<file path="src/rtl/venc_frame_ctrl_pkg.sv">
// Shared types and constants for the framed rate-1/2 convolutional encoder.
// Holds the FSM state encoding, the generator polynomials and the tail length.
package venc_frame_ctrl_pkg;

  typedef enum logic [1:0] {
    ST_IDLE = 2'd0,
    ST_DATA = 2'd1,
    ST_TAIL = 2'd2
  } state_e;

  localparam int unsigned ENC_K    = 3;
  localparam logic [2:0]  GEN_G0   = 3'b111;
  localparam logic [2:0]  GEN_G1   = 3'b101;
  localparam int unsigned TAIL_LEN = ENC_K - 1;

  // The window is ordered {newest bit, s1, s2}, so generator bit 2 taps the input.
  function automatic logic gen_parity(input logic [2:0] window, input logic [2:0] gen);
    return ^(window & gen);
  endfunction

endpackage

</file>
<file path="src/rtl/conv_enc_core.sv">
// Shift register and generator XORs for the K=3 convolutional code.
// The window keeps the most recently shifted bit, so c0/c1 stay valid for the whole symbol pair.
module conv_enc_core
  import venc_frame_ctrl_pkg::*;
#(
  parameter int K = ENC_K
) (
  input  logic i_clk,
  input  logic i_rst_n,
  input  logic i_en,
  input  logic i_clr,
  input  logic i_bit,
  output logic o_c0,
  output logic o_c1
);

  logic [K-1:0] r_window;

  // NOTE: sequential state uses non-blocking assignments so every register samples pre-edge values.
  always_ff @(posedge i_clk or negedge i_rst_n) begin
    if (!i_rst_n) begin
      r_window <= '0;
    end else if (i_clr) begin
      r_window <= '0;
    end else if (i_en) begin
      r_window <= {i_bit, r_window[K-1:1]};
    end
  end

  assign o_c0 = gen_parity(r_window, GEN_G0);
  assign o_c1 = gen_parity(r_window, GEN_G1);

endmodule

</file>
<file path="src/rtl/venc_frame_ctrl.sv">
// Frame controller for a rate-1/2 K=3 convolutional encoder: accepts FRAME_LEN bits,
// appends K-1 zero tail bits and streams c0/c1 symbol pairs under a valid/ready handshake.
module venc_frame_ctrl
  import venc_frame_ctrl_pkg::*;
#(
  parameter int FRAME_LEN = 16,
  parameter int K         = 3
) (
  input  logic i_clk,
  input  logic i_rst_n,
  input  logic i_start,
  input  logic i_abort,
  input  logic i_in_valid,
  input  logic i_in_data,
  output logic o_in_ready,
  output logic o_out_valid,
  output logic o_out_bit,
  input  logic i_out_ready,
  output logic o_out_last,
  output logic o_busy,
  output logic o_done
);

  localparam int CNT_W  = $clog2(FRAME_LEN + 1);
  localparam int TCNT_W = $clog2(TAIL_LEN + 1);

  state_e              r_state;
  state_e              w_state_nxt;
  logic                r_pending;
  logic                r_phase;
  logic                r_done;
  logic [CNT_W-1:0]    r_cnt;
  logic [TCNT_W-1:0]   r_tail_cnt;

  logic w_start_ok;
  logic w_abort;
  logic w_in_fire;
  logic w_out_fire;
  logic w_pair_done;
  logic w_last_data;
  logic w_last_tail;
  logic w_tail_shift;
  logic w_enc_en;
  logic w_enc_clr;
  logic w_enc_bit;
  logic w_c0;
  logic w_c1;

  assign w_start_ok  = (r_state == ST_IDLE) && i_start && !i_abort;
  assign w_abort     = (r_state != ST_IDLE) && i_abort;
  assign w_in_fire   = i_in_valid && o_in_ready;
  assign w_out_fire  = o_out_valid && i_out_ready;
  assign w_pair_done = w_out_fire && r_phase;
  assign w_last_data = (r_state == ST_DATA) && (r_cnt == CNT_W'(FRAME_LEN - 1));
  assign w_last_tail = (r_state == ST_TAIL) && (r_tail_cnt == TCNT_W'(TAIL_LEN - 1));

  // A zero tail bit is shifted on the same edge that retires the previous pair,
  // so the next tail symbol is presented without a bubble.
  assign w_tail_shift = w_pair_done && (w_last_data || ((r_state == ST_TAIL) && !w_last_tail));

  assign w_enc_en  = w_in_fire || w_tail_shift;
  assign w_enc_bit = w_in_fire && i_in_data;
  assign w_enc_clr = w_start_ok || w_abort;

  conv_enc_core #(
    .K (K)
  ) u_enc (
    .i_clk   (i_clk),
    .i_rst_n (i_rst_n),
    .i_en    (w_enc_en),
    .i_clr   (w_enc_clr),
    .i_bit   (w_enc_bit),
    .o_c0    (w_c0),
    .o_c1    (w_c1)
  );

  always_ff @(posedge i_clk or negedge i_rst_n) begin
    if (!i_rst_n) begin
      r_state <= ST_IDLE;
    end else begin
      r_state <= w_state_nxt;
    end
  end

  // NOTE: the default assignment first keeps this block free of inferred latches.
  always_comb begin
    w_state_nxt = r_state;
    unique case (r_state)
      ST_IDLE: if (w_start_ok) w_state_nxt = ST_DATA;
      ST_DATA: begin
        if (i_abort)                         w_state_nxt = ST_IDLE;
        else if (w_pair_done && w_last_data) w_state_nxt = ST_TAIL;
      end
      ST_TAIL: begin
        if (i_abort)                         w_state_nxt = ST_IDLE;
        else if (w_pair_done && w_last_tail) w_state_nxt = ST_IDLE;
      end
      default: w_state_nxt = ST_IDLE;
    endcase
  end

  always_comb begin
    o_busy      = (r_state != ST_IDLE);
    o_in_ready  = (r_state == ST_DATA) && !r_pending;
    o_out_valid = r_pending;
    o_out_bit   = r_pending && (r_phase ? w_c1 : w_c0);
    o_out_last  = r_pending && r_phase && w_last_tail;
    o_done      = r_done;
  end

  always_ff @(posedge i_clk or negedge i_rst_n) begin
    if (!i_rst_n) begin
      r_pending  <= 1'b0;
      r_phase    <= 1'b0;
      r_done     <= 1'b0;
      r_cnt      <= '0;
      r_tail_cnt <= '0;
    end else begin
      r_done <= w_pair_done && w_last_tail && !i_abort;
      if (w_start_ok || w_abort) begin
        r_pending  <= 1'b0;
        r_phase    <= 1'b0;
        r_cnt      <= '0;
        r_tail_cnt <= '0;
      end else if (w_in_fire) begin
        r_pending <= 1'b1;
        r_phase   <= 1'b0;
      end else if (w_out_fire) begin
        if (!r_phase) begin
          r_phase <= 1'b1;
        end else begin
          r_phase   <= 1'b0;
          r_pending <= w_tail_shift;
          if (r_state == ST_DATA) r_cnt      <= r_cnt + CNT_W'(1);
          else                    r_tail_cnt <= r_tail_cnt + TCNT_W'(1);
        end
      end
    end
  end

endmodule

</file>
<file path="config.mk">
export PLATFORM = sky130hd
export DESIGN_NAME = venc_frame_ctrl
export DESIGN_NICKNAME = d
export VERILOG_FILES = /design/src/rtl/venc_frame_ctrl_pkg.sv /design/src/rtl/conv_enc_core.sv /design/src/rtl/venc_frame_ctrl.sv
export SDC_FILE = /design/constraint.sdc
export NUM_CORES = 1
export LEC_CHECK = 0
export CORE_UTILIZATION = 46
export DETAILED_ROUTE_END_ITERATION = 10
export PLACE_DENSITY = 0.79
export SYNTH_ARGS = -nofsm -noshare
export SYNTH_HDL_FRONTEND = slang
export SYNTH_SLANG_ARGS = --single-unit
</file>
<file path="constraint.sdc">
create_clock -name i_clk -period 1.9 [get_ports i_clk]
set_input_delay 0.285 -clock i_clk [delete_from_list [all_inputs] [get_ports i_clk]]
set_output_delay 0.285 -clock i_clk [all_outputs]
set_load 0.01 [all_outputs]
</file>
# Word-level counts from Yosys, hierarchy flattened
# Index checks and enable logic that the tools add are counted.
[word_totals] regBits=15 input_bits=7 output_inout_bits=6 wordCells=83
[op_classes] addsub=2 eq_ne=9 muxes=27 reduce_logical=38
[ops] operator="$mux 5" n=5
[ops] operator="$mux 2" n=10
[ops] operator="$logic_and 1x1->1" n=18
[ops] operator="$reduce_bool 2->1" n=5
[ops] operator="$mux 1" n=9
[ops] operator="$reduce_and 4->1" n=2
[ops] operator="$mux 3" n=2
[ops] operator="$pmux 2 s3" n=1
[ops] operator="$reduce_bool 3->1" n=2
[ops] operator="$reduce_xor 3->1" n=2
[ops] operator="$add 5x1->5 const B" n=1
[ops] operator="$eq 5x4->1 const B" n=1
[ops] operator="$eq 2x1->1 const B" n=2
[ops] operator="$ne 2x1->1 const B" n=2
[ops] operator="$logic_not 1->1" n=3
[ops] operator="$logic_or 1x1->1" n=3
[ops] operator="$ne 3x2->1 const B" n=1
[ops] operator="$ne 3x3->1 const B" n=1
[ops] operator="$reduce_and 3->1" n=1
[ops] operator="$add 2x1->2 const B" n=1
[ops] operator="$eq 2x2->1 const B" n=1
[ops] operator="$logic_not 2->1" n=1
[ops] operator="$ne 2x2->1 const B" n=1
[ops] operator="$reduce_and 2->1" n=1

# Logic depth before layout (Yosys ltp)
[logic_depth] ltp_word=10 depth_mapped=7 depth_no_buf=7

# Modules after synthesis
# A second synthesis with hierarchy kept.
[hier_totals] cells_unflattened=86 area_unflattened_um2=878.3
[by_module_without_submodules] module="venc_frame_ctrl" instances=1 cells_each=75 area_each_um2=737.0
[by_module_without_submodules] module="conv_enc_core" instances=1 cells_each=11 area_each_um2=141.4

# Worst setup path after synthesis
# No wires, ideal clock.
[synth_timing] path_type="reg-to-reg" startpoint="register r_cnt[0]" endpoint="register u_enc.r_window[2]" arrival_ns=1.667 required_ns=1.823 slack_ns=0.156 stages_incl_launch_ff=8 path_buffers=0 path_cell_list="dfrtp_1 > ha_1 > and3_1 > ha_1 > nand3b_1 > a21oi_1 > or3b_2 > a21oi_1"
[synth_between] elab_chain_len=6
[synth_lines] item="from (decl)" line="venc_frame_ctrl.sv:32" text="logic [CNT_W-1:0] r_cnt;"
[synth_lines] item="from (signal assigned)" line="venc_frame_ctrl.sv:134" text="if (r_state == ST_DATA) r_cnt <= r_cnt + CNT_W'(1);"
[synth_lines] item="$eq 5x4->1" line="venc_frame_ctrl.sv:54" text="assign w_last_data = (r_state == ST_DATA) && (r_cnt == CNT_W'(FRAME_LEN - 1));"
[synth_lines] item="$logic_and 1x1->1" line="venc_frame_ctrl.sv:54"
[synth_lines] item="$logic_or 1x1->1" line="venc_frame_ctrl.sv:59" text="assign w_tail_shift = w_pair_done && (w_last_data || ((r_state == ST_TAIL) && !w_last_tail));"
[synth_lines] item="$logic_and 1x1->1" line="venc_frame_ctrl.sv:59"
[synth_lines] item="$logic_or 1x1->1" line="venc_frame_ctrl.sv:61" text="assign w_enc_en = w_in_fire || w_tail_shift;"
[synth_lines] item="$reduce_bool 2->1 (no source line)"
[synth_lines] item="to (signal assigned)" line="conv_enc_core.sv:26" text="r_window <= {i_bit, r_window[K-1:1]};"
[synth_lines] item="to (decl)" line="conv_enc_core.sv:17" text="logic [K-1:0] r_window;"
# Every way passes these cells.
# A chain may end at the register's enable or synchronous reset.

# Worst setup path in the final report
[layout_timing] startpoint="register r_cnt[1]" endpoint="register u_enc.r_window[2]"
# The elaborated chain is that of the path after synthesis.

==> results.toml <==
[timing]
finalHoldViolCount = 0
tightest_slew_ps = 485.4
fmax_ghz = 0.5351
hold_ws_ps = 309.7
finalSetupViolCount = 0
totalNegativeSetupSlack_ps = 0
fin_crit_sh_pct = 98.37
slew_viol_final = 0
fin_skew_ps = 2.111
layout_min_cycle_time_ps = 1869
maxSlewHeadroom_pct = 67.18

[pwr]
p_int_uw = 487.8
p_leak_nw = 0.4726
sw_frac_of_total_pct = 27.73
p_switching_uw = 187.2
seq_power_share_pct = 52.6
power_uw = 675.0
pwr-share-clk_pct = 27.4
p_per_area_mw_per_mm2 = 645.3
power_frac_comb_pct = 20.0
peakVddDrop_mv = 0.4117

[drt]
first_pass_iters = 6
ant_nets = 0
drc = 0
routedWlPerCell_um = 15.30
vias = 685
drt_iter0_markers = 11
drt-total-wl_um = 1805
avgViaCountPerCell = 5.805

[synthesis]
ys_ff_latch = 15
ys_seq_area_share_pct = 46.15
synthDistinctLibCells = 33
syn_nets = 88
syn_inst = 78
avgSynthCellArea_sq_um = 10.43
yosysWarnings = 0
synth_area_sq_um = 813.3

[layout]
n_antenna_cell = 0
drive_gt1_share_pct = 21.57
synthToLayoutAreaGrowth_pct = 28.61
layout_common_cells = "14 x dfrtp_1, 10 x nor2_1, 8 x clkdlybuf4s50_1, 8 x buf_4, 6 x nand2_1"
nets = 113
final_common_cell = "dfrtp_1"

[cts]
clkTransAtPathRegs_ps = 90
ctsHoldBuffers = 0
clk_latency_ps = 290
clockBufferDepth = 2
clock-sinks = 15
clock-root-buffer = "clkbuf_4"
cts_tree = "built"
htreeDepth = 1
cts_buffers = 3

[job]
maxCapViolCount = 0

[global_route]
grt_max_degree = 16
grt-ovfl-total = 0
grt_pass1_wl_um = 2711
antenna_found_initial = 0
first_global_vias = 657
grt_usage_pct = 19.83

[hold_path]
hold_class = "input pin to asynchronous set/reset pin"

[placed_design]
numPortBuffers = 12
place_congestion = 0.8103
dp_hpwl_um = 1236

[floorplan]
dieArea_sq_mm = 0.001940
die_h_um = 44.05
fp-row-count = 14
core_sq_mm = 0.001577
dieWidth_um = 44.05
initial_core_util_pct = 51.59
ios = 13

[critical_path]
cp-end-kind = "flop"
start_kind = "flop"
required_ps = 2120
arrival_ps = 2080
critPathMaxFanout = 3
path_class = "flop to flop"

[outcome]
status = "finished clean"
[power groups by stage]
| stage | Clock (mW) | Sequential [mW] | Combinational [mW] |
|---|---|---|---|
| 3_3_place_gp | 0 | 0.365 | 0.118 |
| 2_1_floorplan | 0 | 0.362 | 0.0619 |
| 6_report | 0.185 | 0.355 | 0.135 |
| 5_1_grt | 0.195 | 0.357 | 0.146 |
| 3_5_place_dp | 0 | 0.367 | 0.119 |
| 4_1_cts | 0.190 | 0.355 | 0.132 |
[synthesized netlist by cell type (all sizes together)]
cell	instances	area (sq um)
a2111oi	1	8.760
a21o	1	15.01
a21oi	5	25.02
a22oi	1	7.510
and2	1	6.260
and3	1	6.260
and4	1	8.760
dfrtp	15	375.4
ha	3	37.54
inv	3	11.26
mux2	1	11.26
mux2i	3	30.03
nand2	6	22.52
nand3	2	15.01
nand3b	1	7.510
nand4	1	6.260
nor2	10	37.54
nor2b	2	12.51
nor3	3	15.01
nor3b	2	26.28
nor4b	1	8.760
o21ai	1	5.000
o221a	1	11.26
o22ai	1	6.260
or2	1	8.760
or2b	1	11.26
or3	1	6.260
or3b	2	17.52
xnor2	5	43.79
xor2	1	8.760
[sequential cells by signal, indices dropped and copies added (netlist names)]
signal and flops:
o_out_valid 1, r_cnt 5, r_tail_cnt 2, u_enc.r_window 3, o_done 1, r_phase 1, r_state 2
[per-layer routing]
metal	wire length, um	global-route usage (%)	part of all wire (%)	vias to the layer above
li1	-	-	-	326
met1	811	23.73	45	337
met2	879	34.41	49	17
met3	74	2.449	4.1	5
met4	40	10.91	2.2	0
met5	0	0	0	-
[through the flow]
stage | util (%) | worst slack [ps] | instance area, sq um | std cells
after floorplan | - | 155.8 | 813.3 | 78
after global placement | 62.38 | 119.4 | 983.4 | 110
after detailed placement | 62.38 | 34.53 | 983.4 | 110
after CTS | 65.32 | 15.73 | 1030 | 117
after global routing | 66.35 | -6.542 | 1046 | 118
final | 66.35 | 31.05 | 1046 | 118
[worst max-delay path, stage by stage, from the launching register on]
cell	delay, ps
dfrtp_1	400
ha_2	180
and3_1	180
ha_1	210
nand3b_1	100
a21oi_1	90
or3b_2	470
a21oi_2	170
[worst paths after layout]
kind | cells past startpoint | to | slack (ps) | from
max | 7 | u_enc.r_window[2] | 30 | r_cnt[1]
max in group asynchronous | 2 | r_state[0] | 1400 | i_rst_n
min in group i_clk | 1 | r_tail_cnt[0] | 500 | r_tail_cnt[0]
min reg2reg | 1 | r_tail_cnt[0] | 500 | r_tail_cnt[0]
max reg2reg | 7 | u_enc.r_window[2] | 30 | r_cnt[1]
min | 2 | o_out_valid | 310 | i_rst_n
[cell families after synthesis]
family / after synthesis / synth area share (%)
flops: 15 / 46.15
mux: 4 / 5.077
compound gates: 11 / 9.692
xor+xnor: 6 / 6.461
fa+ha+maj: 3 / 4.616
buf+inv: 3 / 1.385
simple gates: 36 / 26.62
[final cells by class]
type,count,area (sq um)
Multi-Input combinational cell,60,432.9
Fill cell,138,530.5
Sequential cell,15,376.6
Timing Repair Buffer,20,178.9
Clock buffer,4,26.28
Tap cell,16,20.02
Inverter,3,11.26
[what timing repair did]
| action | 4_1_cts | 5_1_grt |
|---|---|---|
| gates resized for setup | 4 | 3 |
| pin swaps | 1 | 0 |
| setup endpoints to repair | 3 | 2 |
| buffers inserted | 3 | 1 |
Power figures use the tool's default switching activity.
